File: config.mk
export PLATFORM = sky130hd
export DESIGN_NAME = mmio_ctrl
export DESIGN_NICKNAME = d
export VERILOG_FILES = /design/src/rtl/mmio_pkg.sv /design/src/rtl/mmio_ctrl_btn_sync_edge.sv /design/src/rtl/mmio_ctrl.sv
export SDC_FILE = /design/constraint.sdc
export NUM_CORES = 1
export LEC_CHECK = 0
export ABC_AREA = 1
export CELL_PAD_IN_SITES_DETAIL_PLACEMENT = 1
export CELL_PAD_IN_SITES_GLOBAL_PLACEMENT = 2
export CORE_MARGIN = 2
export CORE_UTILIZATION = 32
export DETAILED_ROUTE_END_ITERATION = 10
export PLACE_DENSITY = 0.93
export SKIP_CTS_REPAIR_TIMING = 1
export SYNTH_ARGS = -nofsm -noshare
export SYNTH_HDL_FRONTEND = slang
export SYNTH_HIERARCHICAL = 1
export SYNTH_SLANG_ARGS = --single-unit
File: constraint.sdc
create_clock -name clock -period 4.4 [get_ports clock]
set_input_delay 1.1 -clock clock [delete_from_list [all_inputs] [get_ports clock]]
set_output_delay 1.1 -clock clock [all_outputs]
set_load 0.02 [all_outputs]
File: src/rtl/mmio_pkg.sv
// Shared constants for the memory-mapped I/O controller.
// Default address map and button register field positions.
package mmio_pkg;
    localparam int ADDR_W_DEF      = 12;
    localparam int DATA_W_DEF      = 32;
    localparam int CH_BASE_DEF     = 300;
    localparam int CH_STRIDE_DEF   = 100;
    localparam int BTN_ADDR_DEF    = 0;
    localparam int DONE_ADDR_DEF   = 1;
    localparam int COMMIT_ADDR_DEF = 2;
    localparam int BTN_LVL_LSB     = 0;
    localparam int BTN_EVT_LSB     = 16;
endpackage

File: src/rtl/mmio_ctrl_btn_sync_edge.sv
// Button synchroniser with rising-edge event latch (W1C, set wins).
// Event logic is present only when MMIO_BTN_EDGE_EN is defined.
module btn_sync_edge #(
    parameter int W = 3
) (
    input  logic         i_clk,
    input  logic         i_rst_n,
    input  logic [W-1:0] i_btn,
    input  logic [W-1:0] i_clr,
    output logic [W-1:0] o_lvl,
    output logic [W-1:0] o_evt
);
    logic [W-1:0] r_s1;
    logic [W-1:0] r_s2;

    always_ff @(posedge i_clk or negedge i_rst_n) begin
        if (!i_rst_n) begin
            r_s1 <= '0;
            r_s2 <= '0;
        end else begin
            r_s1 <= i_btn;
            r_s2 <= r_s1;
        end
    end

    assign o_lvl = r_s2;

`ifdef MMIO_BTN_EDGE_EN
    logic [W-1:0] r_s3;
    logic [W-1:0] r_evt;

    always_ff @(posedge i_clk or negedge i_rst_n) begin
        if (!i_rst_n) begin
            r_s3  <= '0;
            r_evt <= '0;
        end else begin
            r_s3  <= r_s2;
            r_evt <= (r_evt & ~i_clr) | (r_s2 & ~r_s3);
        end
    end

    assign o_evt = r_evt;
`else
    logic [W-1:0] w_unused_clr;
    assign w_unused_clr = i_clr;
    assign o_evt        = '0;
`endif
endmodule

File: src/rtl/mmio_ctrl.sv
// MMIO controller: address decode, double-buffered channels, done flag, buttons.
// Define MMIO_BTN_EDGE_EN to include the button edge-event register.
module mmio_ctrl
    import mmio_pkg::*;
#(
    parameter int ADDR_W      = ADDR_W_DEF,
    parameter int DATA_W      = DATA_W_DEF,
    parameter int NUM_CH      = 4,
    parameter int CH_BASE     = CH_BASE_DEF,
    parameter int CH_STRIDE   = CH_STRIDE_DEF,
    parameter int BTN_W       = 3,
    parameter int BTN_ADDR    = BTN_ADDR_DEF,
    parameter int DONE_ADDR   = DONE_ADDR_DEF,
    parameter int COMMIT_ADDR = COMMIT_ADDR_DEF
) (
    input  logic                     clock,
    input  logic                     reset,
    input  logic                     wren,
    input  logic [ADDR_W-1:0]        addr,
    input  logic [DATA_W-1:0]        wdata,
    input  logic [DATA_W-1:0]        ram_q,
    output logic [DATA_W-1:0]        q,
    output logic                     ram_wren,
    input  logic [BTN_W-1:0]         btn_in,
    output logic [NUM_CH*DATA_W-1:0] ch_out,
    output logic                     frame_valid,
    output logic                     done
);
    logic [DATA_W-1:0] r_shadow [NUM_CH];
    logic [DATA_W-1:0] r_active [NUM_CH];
    logic              r_done;
    logic              r_fv;

    logic              w_btn_hit;
    logic              w_done_hit;
    logic              w_commit_hit;
    logic [NUM_CH-1:0] w_ch_hit;
    logic              w_io_hit;
    logic [BTN_W-1:0]  w_lvl;
    logic [BTN_W-1:0]  w_evt;
    logic [BTN_W-1:0]  w_clr;
    logic [DATA_W-1:0] w_ch_rd;
    logic [DATA_W-1:0] w_btn_word;

    assign w_btn_hit    = (addr == ADDR_W'(BTN_ADDR));
    assign w_done_hit   = (addr == ADDR_W'(DONE_ADDR));
    assign w_commit_hit = (addr == ADDR_W'(COMMIT_ADDR));

    for (genvar k = 0; k < NUM_CH; k++) begin : g_ch
        localparam logic [ADDR_W-1:0] LP_A = ADDR_W'(CH_BASE + k * CH_STRIDE);
        assign w_ch_hit[k] = (addr == LP_A);
        assign ch_out[k*DATA_W +: DATA_W] = r_active[k];
    end

    assign w_io_hit    = w_btn_hit | w_done_hit | w_commit_hit | (|w_ch_hit);
    assign ram_wren    = wren & ~w_io_hit;
    assign frame_valid = r_fv;
    assign done        = r_done;

    always_ff @(posedge clock or negedge reset) begin
        if (!reset) begin
            r_shadow <= '{default: '0};
            r_active <= '{default: '0};
            r_done   <= 1'b0;
            r_fv     <= 1'b0;
        end else begin
            for (int i = 0; i < NUM_CH; i++) begin
                if (wren && w_ch_hit[i]) begin
                    r_shadow[i] <= wdata;
                end
            end
            // All channels flip together so the display never sees a half frame.
            if (wren && w_commit_hit) begin
                r_active <= r_shadow;
            end
            if (wren && w_done_hit && wdata[0]) begin
                r_done <= 1'b1;
            end
            r_fv <= wren & w_commit_hit;
        end
    end

    assign w_clr = (wren && w_btn_hit) ? wdata[BTN_EVT_LSB +: BTN_W] : '0;

    btn_sync_edge #(
        .W(BTN_W)
    ) u_btn (
        .i_clk  (clock),
        .i_rst_n(reset),
        .i_btn  (btn_in),
        .i_clr  (w_clr),
        .o_lvl  (w_lvl),
        .o_evt  (w_evt)
    );

    always_comb begin
        w_ch_rd    = '0;
        w_btn_word = '0;
        for (int i = 0; i < NUM_CH; i++) begin
            if (w_ch_hit[i]) begin
                w_ch_rd = w_ch_rd | r_shadow[i];
            end
        end
        w_btn_word[BTN_LVL_LSB +: BTN_W] = w_lvl;
        w_btn_word[BTN_EVT_LSB +: BTN_W] = w_evt;
    end

    always_comb begin
        q = ram_q;
        unique case (1'b1)
            w_btn_hit:    q = w_btn_word;
            w_done_hit:   q = {{(DATA_W-1){1'b0}}, r_done};
            w_commit_hit: q = '0;
            (|w_ch_hit):  q = w_ch_rd;
            default:      q = ram_q;
        endcase
    end
endmodule

== Yosys cells after proc, flatten, opt, wreduce, memory -nomap -nowiden ==
Index checks and enable logic that the tools add are counted.
Word-level totals
  output and inout port bits: 163
  register bits: 264
  input port bits: 82
Operators by class
  reductions and logical operators: 9
  bitwise gates (word level): 9
  muxes and demuxes: 5
  equal/unequal tests: 6
Operators with widths (count)
  two-way mux 32 bit: 4
  case mux 32 bit (4 select lines): 1
  OR 32 bit: 3
  equality test 12 x 9 -> 1 bit (second input constant): 3
  equality test 12 x 1 -> 1 bit (second input constant): 1
  equality test 12 x 10 -> 1 bit (second input constant): 1
  equality test 12 x 2 -> 1 bit (second input constant): 1
  zero test 12 bit: 1
  logical AND 1 bit: 7
  OR reduction 4 bit: 1
  OR 1 bit: 3
  AND 1 bit: 2
  NOT 1 bit: 1

== Depth between registers and ports, before layout ==
Gate-level depths: netlist of the first run.
  depth in word-level cells: 9
  depth in mapped cells: 10
  mapped depth without buffers: 10

== Modules after synthesis ==
Netlist of the first run, hierarchy kept.
By module, submodules not included
  mmio_ctrl: times used 1, cells each 1261, sequential area each 6456.2 um^2, area each 11008.1 um^2
  btn_sync_edge: times used 1, cells each 10, sequential area each 150.1 um^2, area each 176.4 um^2

== Worst setup path after synthesis of the first run ==
Ideal clock, no wire load.
  kind: input to output
  start: in addr[9]
  end: out q[16]
  path buffers: 1
  arrival time: 2.129 ns
  stages: 9
  required time: 3.300 ns
  setup slack: 1.171 ns
  cell sequence: inv_1 nand2_1 nor2_4 nand3_2 nand2_1 nor2_4 buf_6 nand3_1 nand3_1
On the way
  longest elaborated chain between the ends: 9
RTL lines
  start: declaration: RTL line mmio_ctrl.sv:19  | input logic [ADDR_W-1:0] addr,
  equality test 12 x 9 -> 1 bit: RTL line mmio_ctrl.sv:51  | assign w_ch_hit[k] = (addr == LP_A);
  two-way mux 32 bit: RTL line mmio_ctrl.sv:100  | if (w_ch_hit[i]) begin
  OR 32 bit: RTL line mmio_ctrl.sv:101  | w_ch_rd = w_ch_rd | r_shadow[i];
  two-way mux 32 bit: RTL line mmio_ctrl.sv:100
  OR 32 bit: RTL line mmio_ctrl.sv:101
  two-way mux 32 bit: RTL line mmio_ctrl.sv:100
  OR 32 bit: RTL line mmio_ctrl.sv:101
  two-way mux 32 bit: RTL line mmio_ctrl.sv:100
  case mux 32 bit (4 select lines) *: RTL line mmio_ctrl.sv:110  | unique case (1'b1)
  end: declaration: RTL line mmio_ctrl.sv:22  | output logic [DATA_W-1:0] q,
Mark *: on every way between the ends. The rest lies on a longest branch, timed or not.

== Worst setup path after layout of the first run ==
  start: in addr[2]
  end: out q[0]
The elaborated chain is that of the path after synthesis.

==> run summary, run 1 <==
The floorplan core area came out at between 30000 and 40000 um2. The sequential cell area came out at 6606 um2. Setup repair after global routing left no endpoint under its margin. The placement-stage cell area is 14330 um2. The number of antenna violations at the first check in global routing came out at 1. The count of buffers added on input and output ports is roughly 240.

The die area is 36410 um2. In the finished design, the share of the clock period the worst path needs comes to 0.9593. The most common cell after layout, fill and taps aside is sky130_fd_sc_hd__nand2_1. The first global-routing pass estimated 57.58 mm of wire. Measured against its own limit, the worst slew margin works out to 0.4718.

The number of diodes added for antenna fixing is 0. The area of the multi-input gates is ~3500 um2. The floorplan step set the die width to 190.8 um.

On the final layout, the worst clock skew is ~0.028 ns. The run finished with clean final reports. The number of placed instances, taps included, is 1954.

For this run, the total global-route usage over all layers was measured as 0.2012. The maximum clock frequency came out at 0.2369 GHz. The number of hold-slack violations in the final timing report is 0. The maximum clock path buffer count is 3. The CTS tree is yes. The worst setup path is launched from an input port.

CTS built an H-tree with a depth of 1. The routed design could run at a clock period as short as approximately 4.2 ns. The global placer's final weighted congestion came out at roughly 0.82.

At the placement stage, the worst setup path has a slack of -0.2463 ns. The total wire length came out at about 36 mm. After filler insertion, the fill cell instance count of the layout stands at between 4000 and 5000. The clock transition at the register clock pins on the worst setup and hold paths after CTS is 0.06 ns.

In this run, the number of DRC markers left after iteration 0 of detailed routing was 508. The Yosys warning count is 6. The minimum setup slack in the final design came out at roughly 0.18 ns. The antenna violation net count after detailed routing came out at 0.

The synthesized instance count came out at roughly 1300. Across the run, the number of max-cap violations was 0. The height of the die came out at between 150 and 200 um.

In the layout the commonest cells are sky130_fd_sc_hd__nand2_1, sky130_fd_sc_hd__dfrtp_1, sky130_fd_sc_hd__clkdlybuf4s50_1. The number of iterations in the first detailed-routing pass is 5. Dividing total power by cell area gives a power density of around 350 nW/um2. In this run the static leakage power is 7.041 nW. The area overhead of the layout relative to synthesis came out at 39.19%. Setup violations remaining at the end of the flow were counted as 0.

The pin count of the biggest net entering global routing is 100. The summed instance area of the synthesized netlist is 11170 um2. The number of vias after detailed routing came out at 9600. The worst setup path is of the in2out kind. The number of sinks driven by the clock tree came out at 264. The final HPWL from detailed placement came out at 25.09 mm. The slew at the pin closest to its max-slew limit is a little under 0.8 ns. In this run the worst hold path is classified as reg2reg.

The latest clock arrival within the worst-skew pair is about 0.56 ns. The via count of the first global-routing pass is roughly 10000. After the flow finishes, the layout carries non-filler instances totaling roughly 2000. The leftover overflow at the end of global routing came out at 0. The cell sitting at the root of the clock tree is a sky130_fd_sc_hd__clkbuf_16.

The area of all placed cells without fillers came out at roughly 16000 um2. The floorplan row count came out at 68. In the routed design, unresolved DRC markers number 0. The fraction of layout instances using a drive strength above 1 is 0.08676. STA classifies the critical path endpoint as an output pin. Using the TritonRoute via totals, the vias-per-cell ratio works out to between 4 and 5. The data required time of the critical path came out at 3.30 ns. For the worst setup path, the data arrival time is roughly 3.1 ns. The average routed wire per standard cell is between 15 and 20 um. Clock tree synthesis inserted a total of 30 buffers. approximately 250 I/O pins were placed. The largest fanout on the critical path came out at 5. The net total in the final layout came out at between 1500 and 2000.

The initial standard-cell utilization of the core came out at 0.3241. Across the VDD grid, the largest voltage drop is roughly 270 uV. In this run the mean area of a mapped cell was ~9 um2. The count of pins over their slew limit is 0.
[worst paths after layout]
| kind | start | to | slack [ns] | cells after the start |
|---|---|---|---|---|
| min in group asynchronous | reset | ch_out[69] | 0.60 | 1 |
| worst min-delay path | u_btn/r_s1[0] | u_btn/o_lvl[0] | 0.35 | 0 |
| worst min register to register | u_btn/r_s1[0] | u_btn/o_lvl[0] | 0.35 | 0 |
| worst max-delay path | addr[2] | q[0] | 0.18 | 14 |
| worst max register to register | r_shadow[76] | r_shadow[76] | 3.65 | 2 |
| max in group asynchronous | reset | r_shadow[124] | 2.92 | 2 |
[flip-flops by register name, indices dropped and copies added, names as in the netlist]
signal,cells
done,1
u_btn/r_s1,3
ch_out,128
frame_valid,1
r_shadow,128
u_btn/o_lvl,3
[routing by layer]
metal / global-route usage / routed length [um] / vias up / share of wire
li1: - / - / 4603 / -
met5: 0 / 13 / - / 0.00036
met1: 0.2702 / 16270 / 4670 / 0.45
met3: 0.03497 / 1898 / 73 / 0.052
met4: 0.07454 / 1305 / 2 / 0.036
met2: 0.3254 / 16690 / 252 / 0.46
[area by class of cell]
cell class	count	share of cell area
Multi-Input combinational cell	756	0.2267
Tap cell	455	0.03662
Timing Repair Buffer	305	0.1973
Inverter	175	0.04226
Clock buffer	37	0.05320
Sequential cell	264	0.4250
Clock inverter	19	0.01900
[where the power goes]
part	internal, mW	leakage, nW	switching, mW	total [mW]
sequential	2.44	3.67	0.00389	2.44
clock	1.75	0.555	1.04	2.79
combinational	0.120	2.81	0.146	0.266
[critical path: stages]
cell and delay (ns):
sky130_fd_sc_hd__clkdlybuf4s50_1 0.55, sky130_fd_sc_hd__inv_1 0.08, sky130_fd_sc_hd__nand2_1 0.08, sky130_fd_sc_hd__nor2_1 0.05, sky130_fd_sc_hd__buf_4 0.15, sky130_fd_sc_hd__nand3_2 0.15
sky130_fd_sc_hd__nand2_1 0.12, sky130_fd_sc_hd__nor2_4 0.18, sky130_fd_sc_hd__buf_4 0.15, sky130_fd_sc_hd__nand2_1 0.09, sky130_fd_sc_hd__nand3_1 0.09, sky130_fd_sc_hd__nand2_1 0.07
sky130_fd_sc_hd__inv_1 0.05, sky130_fd_sc_hd__dlymetal6s2s_1 0.22
[stage by stage]
| stage | TNS, ns | hold slack (ns) | total power [mW] | util |
|---|---|---|---|---|
| 2_1_floorplan | 0 | 0.3312 | 2.561 | - |
| 3_3_place_gp | -2.952 | 0.3380 | 2.752 | 0.4158 |
| 3_5_place_dp | -5.890 | 0.3402 | 2.759 | 0.4158 |
| 4_1_cts | -6.372 | 0.3543 | 5.571 | 0.4484 |
| 5_1_grt | 0 | 0.3605 | 5.683 | 0.4511 |
| 6_report | 0 | 0.3503 | 5.498 | 0.4511 |
Power figures use the tool's default switching activity.
==> inputs of run 2 (changes only) <==
--- a/config.mk
+++ b/config.mk
@@ -6,13 +6,13 @@
 export NUM_CORES = 1
 export LEC_CHECK = 0
 export ABC_AREA = 1
+export CAP_MARGIN = 20
 export CELL_PAD_IN_SITES_DETAIL_PLACEMENT = 1
 export CELL_PAD_IN_SITES_GLOBAL_PLACEMENT = 2
 export CORE_MARGIN = 2
 export CORE_UTILIZATION = 32
 export DETAILED_ROUTE_END_ITERATION = 10
 export PLACE_DENSITY = 0.93
-export SKIP_CTS_REPAIR_TIMING = 1
 export SYNTH_ARGS = -nofsm -noshare
 export SYNTH_HDL_FRONTEND = slang
 export SYNTH_HIERARCHICAL = 1
==> run 2 against run 1 <==
  * Worst hold slack better by 0.0022 ns
  * Combinational power fell by 3%
  * Clock-buffer cell count unchanged
  * Register-to-register slack about the same
  * Sequential share of layout area increased by 0.26 points
  * Global-route usage hardly changed
  * Critical path type unchanged
  * Largest cell class unchanged
==> run summary, run 2 (synthesized netlist as in run 1, its figures left out) <==
Status: complete, no violations (unchanged). The met2 track utilization from global routing came out at 0.3248 (was 0.3254). The startpoint type of the worst setup path is an input port (unchanged).

The slew at the pin closest to its max-slew limit is 0.7901 ns (was 0.7923 ns). The number of antenna violations at the first check in global routing is 1 (unchanged). The CTS tree is yes (unchanged).

The shortest clock period the worst path allows after layout is 4.294 ns (was 4.221 ns). The final total power came out at 5.491 mW (was 5.498 mW). The largest fanout on the critical path came to 5 (unchanged). The global placer's final weighted congestion is 0.8247 (unchanged). The critical path's largest stage delay is 0.60 ns (was 0.55 ns).

The critical path's top delay family was buffers and inverters (unchanged). The number of placed instances, taps included is 1954 (unchanged). The final cycle utilization of the critical path is 0.9759 (was 0.9593). The data required time of the critical path is 3.30 ns (about the same). The met3 track demand over resource came out at 0.03497 (unchanged). The clock transition at the register clock pins on the worst setup and hold paths after CTS is 0.06 ns (about the same). The library cell appearing most often on the critical path is sky130_fd_sc_hd__nand2_1 (unchanged).

The count of input and output buffers came out at 244 (unchanged). The core utilization of the finished layout was 0.4484 (was 0.4511). The logic depth of the worst register-to-register path came out at 2 (unchanged). The floorplan row count came out at 68 (unchanged). The via-per-instance ratio came out at 4.775 (was 4.774). The DRC marker count from the first detailed-route iteration is 483 (was 508). The first-pass GRT wire length is 57.56 mm (was 57.58 mm).

The part of the power in the clock network is 0.509 (was 0.508). The library cell contributing the largest single delay on the critical path is sky130_fd_sc_hd__clkdlybuf4s50_1 (unchanged). The number of maximum-capacitance constraint violations came out at 0 (unchanged).

The sequential fraction of design power is 0.444 (about the same). The fraction of layout instances using a drive strength above 1 came out at 0.09692 (was 0.08676). The height of the die came out at 190.8 um (unchanged). The number of vias after detailed routing came out at 9612 (was 9600). The leftover overflow at the end of global routing was 0 (unchanged). The number of buffers inserted during clock tree synthesis came out at 30 (unchanged). The number of iterations in the first detailed-routing pass is 5 (unchanged). The net total in the final layout came out at 1616 (was 1614). The antenna violation net count after detailed routing came out at 0 (unchanged). The met1 global-route usage came out at 0.2705 (was 0.2702).

The via count of the first global-routing pass came out at 10280 (was 10290). The area overhead of the layout relative to synthesis is 38.34% (was 39.19%). The total leakage power is 6.805 nW (was 7.041 nW).

The average routed wire per standard cell is 18.00 um (was 17.99 um). The maximum clock frequency is 0.2329 GHz (was 0.2369 GHz). The remaining routing DRC violations came to 0 (unchanged). The horizontal extent of the die is 190.8 um (unchanged). The area of all placed cells without fillers was 15450 um2 (was 15540 um2). The worst-case headroom to the max-slew limit came out at 0.4732 (was 0.4718). The setup violation total in the final timing report came out at 0 (unchanged). The most common cell after layout, fill and taps aside is sky130_fd_sc_hd__nand2_1 (unchanged). The latest clock arrival within the worst-skew pair is 0.56 ns (about the same). The total wire length came out at 36.23 mm (was 36.18 mm). The type of element capturing the critical path is an output pin (unchanged). The number of sinks driven by the clock tree is 264 (unchanged). The data arrival time of the critical path is 3.19 ns (was 3.12 ns).

The number of gates on the worst path with buffers counted was 12 (was 14). The final HPWL from detailed placement came out at 25.09 mm (unchanged). The switching power share of the total came out at 0.2175 (was 0.2171). The initial standard-cell utilization of the core came out at 0.3241 (unchanged).

The pin count of the biggest net entering global routing came out at 100 (unchanged). The maximum clock path buffer count was 3 (unchanged). The largest voltage drop on the vdd net came out at 268.9 uV (was 267.4 uV). The internal portion of total power came out at 4.296 mW (was 4.305 mW).

The number of diodes added for antenna fixing is 0 (unchanged). The path type of the worst setup path is in2out (unchanged). The worst clock skew was 0.02801 ns (was 0.02822 ns). The placement-stage cell area came to 14330 um2 (unchanged). The class of the worst hold path is reg2reg (unchanged). The number of hold-slack violations in the final timing report came to 0 (unchanged).

The total of hold buffers inserted after clock tree synthesis came out at 0. The net switching power is 1.194 mW (about the same). The count of pins over their slew limit is 0 (unchanged). The die area came to 36410 um2 (unchanged). The CTS root buffer was sky130_fd_sc_hd__clkbuf_16 (unchanged). The power density normalized to cell area came to 355.4 nW/um2 (was 353.7 nW/um2). The deepest level of the CTS H-tree is 1 (unchanged).

The floorplan core area came to 34460 um2 (unchanged). The number of standard cells in the final layout excluding fillers is 2013 (was 2011). The total track usage came out at 0.2011 (was 0.2012). The proportion of power drawn by combinational gates was 0.047 (was 0.048). The count of buffering cells on the critical path with inverters included came out at 4 (was 6). The count of boundary I/O pins came out at 245 (unchanged). The routing layer with the top usage in global route is met2 (unchanged). Commonest cells after routing, fill and taps aside: sky130_fd_sc_hd__nand2_1, sky130_fd_sc_hd__dfrtp_1, sky130_fd_sc_hd__clkdlybuf4s50_1 (unchanged). Cell breakdown of the critical path: clkdlybuf4s50_1, nand2_1, nor2_2, nand3_4, nand2_2, nor2_4, buf_4, nand2_1, nand3_1, nand2_1, inv_1, dlygate4sd2_1 (was clkdlybuf4s50_1, inv_1, nand2_1, nor2_1, buf_4, nand3_2, nand2_1, nor2_4, buf_4, nand2_1, nand3_1, nand2_1, inv_1, dlymetal6s2s_1). The number of instances on the worst hold path is 0 (unchanged).
==> run 2: cell count changes in the layout (fill, tap and decap cells not counted), sizes merged <==
| cell | change |
|---|---|
| dlymetal6s2s | -30 |
| clkdlybuf4s50 | -3 |
| dlygate4sd2 | +14 |
| clkbuf | +9 |
| buf | +2 |
| clkdlybuf4s15 | +10 |
==> run 2: worst paths after layout <==
| kind | start | endpoint | slack (ns) |
|---|---|---|---|
| max | addr[4] | q[0] | 0.11 |
| max in group asynchronous | reset | r_shadow[124] | 2.92 |
| min reg2reg | u_btn/r_s1[0] | u_btn/o_lvl[0] | 0.35 |
| min in group asynchronous | reset | ch_out[69] | 0.61 |
| min | u_btn/r_s1[0] | u_btn/o_lvl[0] | 0.35 |
| max reg2reg | r_shadow[18] | ch_out[114] | 3.64 |
==> run 2: power groups by stage <==
stage | registers (mW) | logic (mW) | clock network, mW
finish | 2.44 | 0.259 | 2.79
global route | 2.44 | 0.286 | 2.95
CTS | 2.44 | 0.266 | 2.85
detailed placement | 2.48 | 0.275 | 0
global placement | 2.48 | 0.269 | 0
floorplan | 2.48 | 0.0767 | 0
==> run 2: layer usage <==
metal / share of wire / wire length, um
met5: 0.00036 / 13
met1: 0.45 / 16240
met2: 0.46 / 16750
met3: 0.053 / 1936
met4: 0.036 / 1294
==> run 2: timing repair <==
action,in CTS,in global routing
pin swaps,1,1
setup endpoints to repair,33,29
endpoints found under the hold margin,0,0
setup buffers,1,2
resized for setup,49,24
==> run 2: area by class of cell <==
cell class / instances / area, um2
Clock buffer: 37 / 827.0
Fill cell: 4022 / 19010
Multi-Input combinational cell: 756 / 3541
Tap cell: 455 / 569.3
Timing Repair Buffer: 307 / 2954
Sequential cell: 264 / 6606
Clock inverter: 19 / 295.3
Inverter: 175 / 656.9
==> run 2: through the flow <==
| step | setup TNS (ns) | hold slack, ns | worst slack (ns) |
|---|---|---|---|
| floorplan | 0 | 0.3312 | 1.171 |
| global placement | -2.952 | 0.3380 | -0.1303 |
| detailed placement | -5.890 | 0.3402 | -0.2463 |
| CTS | 0 | 0.3543 | 0.002430 |
| global route | -0.001843 | 0.3605 | -0.001843 |
| finish | 0 | 0.3525 | 0.1062 |
==> inputs of run 3 (changes only) <==
--- a/config.mk
+++ b/config.mk
@@ -12,8 +12,10 @@
 export CORE_MARGIN = 2
 export CORE_UTILIZATION = 32
 export DETAILED_ROUTE_END_ITERATION = 10
+export GPL_ROUTABILITY_DRIVEN = 1
 export PLACE_DENSITY = 0.93
 export SYNTH_ARGS = -nofsm -noshare
 export SYNTH_HDL_FRONTEND = slang
 export SYNTH_HIERARCHICAL = 1
 export SYNTH_SLANG_ARGS = --single-unit
+export TNS_END_PERCENT = 20
==> run 3 against run 2 <==
  * Core utilization is 0.32 points lower
  * Flip-flop and latch count stayed put
  * Power hardly changed
  * Maximum frequency is 0.92% higher
  * Die area stayed put
  * Register-to-register slack hardly changed
  * Sequential power hardly changed
  * Critical path type unchanged
  * Largest power group unchanged
  * Highest routed layer unchanged
==> run summary, run 3 (synthesized netlist as in run 1, its figures left out) <==
The final total power came to 5.492 mW (was 5.491 mW). The number of fillers in the final layout is 4034 (was 4022). The latest clock arrival within the worst-skew pair is 0.56 ns (about the same). The number of maximum-capacitance constraint violations came out at 0 (unchanged). The global placer's final weighted congestion was 0.8247 (unchanged). The net total in the final layout is 1614 (was 1616). The area overhead of the layout relative to synthesis is 37.35% (was 38.34%). The clock transition at the register clock pins on the worst setup and hold paths after CTS is 0.06 ns (about the same). The number of hold-slack violations in the final timing report is 0 (unchanged). The deepest level of the CTS H-tree is 1 (unchanged).

The maximum clock path buffer count came out at 3 (unchanged). The area of all placed cells without fillers came out at 15340 um2 (was 15450 um2). The number of placed instances, taps included is 1954 (unchanged). The horizontal extent of the die came out at 190.8 um (unchanged). The startpoint type of the worst setup path was an input port (unchanged). The final setup TNS is 0 ns (unchanged). The number of vias after detailed routing came out at 9580 (was 9612). The antenna violation net count after detailed routing came out at 0 (unchanged). The height of the die came out at 190.8 um (unchanged).

The number of iterations in the first detailed-routing pass was 6 (was 5). The via count of the first global-routing pass is 10290 (was 10280). The initial standard-cell utilization of the core is 0.3241 (unchanged).

Cell breakdown of the critical path: clkdlybuf4s50_1, inv_1, nand2_1, nor2_1, buf_4, nand3_2, nand2_1, nor2_4, buf_4, nand2_1, nor2_1, dlygate4sd2_1 (was clkdlybuf4s50_1, nand2_1, nor2_2, nand3_4, nand2_2, nor2_4, buf_4, nand2_1, nand3_1, nand2_1, inv_1, dlygate4sd2_1). The total wire length is 36.13 mm (was 36.23 mm). The worst clock skew is 0.02867 ns (was 0.02801 ns). The CTS tree is yes (unchanged).

The fraction of layout instances using a drive strength above 1 is 0.1035 (was 0.09692). Status: complete, no violations (unchanged). The power density normalized to cell area came out at 358.0 nW/um2 (was 355.4 nW/um2). The total of hold buffers inserted after clock tree synthesis came out at 0 (unchanged). The worst hold slack is 0.3524 ns (was 0.3525 ns). The leftover overflow at the end of global routing came out at 0 (unchanged). The length of routed met3 wiring came out at 1.957 mm (was 1.936 mm). The first-pass GRT wire length came out at 57.56 mm (unchanged). The total routed wire length on the met1 layer came out at 16.28 mm (was 16.24 mm). The total leakage power is 6.779 nW (was 6.805 nW). The floorplan core area was 34460 um2 (unchanged).

The most common cell after layout, fill and taps aside is sky130_fd_sc_hd__nand2_1 (unchanged). The slew at the pin closest to its max-slew limit came out at 0.7828 ns (was 0.7901 ns). The DRC marker count from the first detailed-route iteration came out at 495 (was 483). The via-per-instance ratio came out at 4.764 (was 4.775). The met2 routed wirelength came out at 16.61 mm (was 16.75 mm). The number of standard cells in the final layout excluding fillers is 2011 (was 2013). The sequential cell area is 6606 um2 (unchanged). The critical path's largest stage delay is 0.56 ns (was 0.60 ns). The library cell appearing most often on the critical path is sky130_fd_sc_hd__nand2_1 (unchanged).

The shortest clock period the worst path allows after layout is 4.254 ns (was 4.294 ns). The core utilization of the finished layout is 0.4452 (was 0.4484). Commonest cells after routing, fill and taps aside: sky130_fd_sc_hd__nand2_1, sky130_fd_sc_hd__dfrtp_1, sky130_fd_sc_hd__clkdlybuf4s50_1 (unchanged). The library cell contributing the largest single delay on the critical path is sky130_fd_sc_hd__clkdlybuf4s50_1 (unchanged). The data arrival time of the critical path came out at 3.15 ns (was 3.19 ns). The total track usage was 0.2011 (unchanged). The largest voltage drop on the vdd net came out at 268.8 uV (was 268.9 uV). The floorplan row count came out at 68 (unchanged). The setup slack after placement is -0.2463 ns (unchanged). The minimum setup slack in the final design came out at 0.1456 ns (was 0.1062 ns). The final cycle utilization of the critical path came out at 0.9669 (was 0.9759). The final HPWL from detailed placement came out at 25.09 mm (unchanged). The count of pins over their slew limit came to 0 (unchanged). The largest fanout on the critical path is 5 (unchanged). The number of diodes added for antenna fixing came out at 0 (unchanged). The data required time of the critical path came out at 3.30 ns (about the same). The internal reg-to-reg setup slack came out at 3.65 ns (was 3.64 ns). The remaining routing DRC violations is 0 (unchanged). The CTS root buffer is sky130_fd_sc_hd__clkbuf_16 (unchanged).

The count of boundary I/O pins came out at 245 (unchanged). The highest layer used for signal routing was met5 (unchanged). The count of input and output buffers was 244 (unchanged). The maximum clock frequency came to 0.2350 GHz (was 0.2329 GHz).

The pin count of the biggest net entering global routing was 100 (unchanged). The number of buffers inserted during clock tree synthesis is 30 (unchanged). The setup violation total in the final timing report is 0 (unchanged). The type of element capturing the critical path is an output pin (unchanged). The count of buffering cells on the critical path with inverters included came out at 5 (was 4). The number of antenna violations at the first check in global routing came out at 1 (unchanged). The average routed wire per standard cell is 17.97 um (was 18.00 um).

The class of the worst hold path is reg2reg (unchanged). The worst-case headroom to the max-slew limit came out at 0.4781 (was 0.4732). The number of sinks driven by the clock tree is 264 (unchanged). The critical path's top delay family is buffers and inverters (unchanged). The area of the multi-input gates is 3523 um2 (was 3541 um2). The placement-stage cell area was 14330 um2 (unchanged). The die area came to 36410 um2 (unchanged). The path type of the worst setup path is in2out (unchanged).
-- run 3: final timing paths --
kind                               startpoint        endpoint  cells past startpoint
worst max-delay path                  addr[2]        ram_wren                     12
worst min-delay path            u_btn/r_s1[0]  u_btn/o_lvl[0]                      0
worst max register to register   r_shadow[18]     ch_out[114]                      2
worst min register to register  u_btn/r_s1[0]  u_btn/o_lvl[0]                      0
max in group asynchronous               reset   r_shadow[124]                      2
min in group asynchronous               reset      ch_out[69]                      1
-- run 3: final cells by class --
class                   count  area share
clock buffers              37     0.05392
clock inverters            19     0.01925
inverters                 175     0.04282
multi-input cells         756      0.2297
flip-flops and latches    264      0.4307
well taps                 455     0.03711
repair buffers            305      0.1865
-- run 3: routing by layer --
metal	global-route usage	up-vias
li1	-	4606
met1	0.2708	4652
met2	0.3244	251
met3	0.03497	69
met4	0.07454	2
met5	0	-
-- run 3: worst register-to-register path, cell delays in order (launching register included) --
cell	delay (ns)
sky130_fd_sc_hd__dfrtp_1	0.37
sky130_fd_sc_hd__inv_1	0.15
sky130_fd_sc_hd__o21ai_0	0.10
-- run 3: power breakdown --
group / internal (mW) / switching (mW) / total (mW)
registers: 2.44 / 0.00390 / 2.44
clock network: 1.75 / 1.05 / 2.80
logic: 0.109 / 0.146 / 0.256
-- run 3: timing repair --
action | CTS | global route
pin swaps | 1 | 1
endpoints found under the hold margin | 0 | 0
endpoints found under the setup margin | 33 | 31
buffers inserted | 0 | 1
gates cloned | 0 | 0
gates resized for setup | 31 | 57
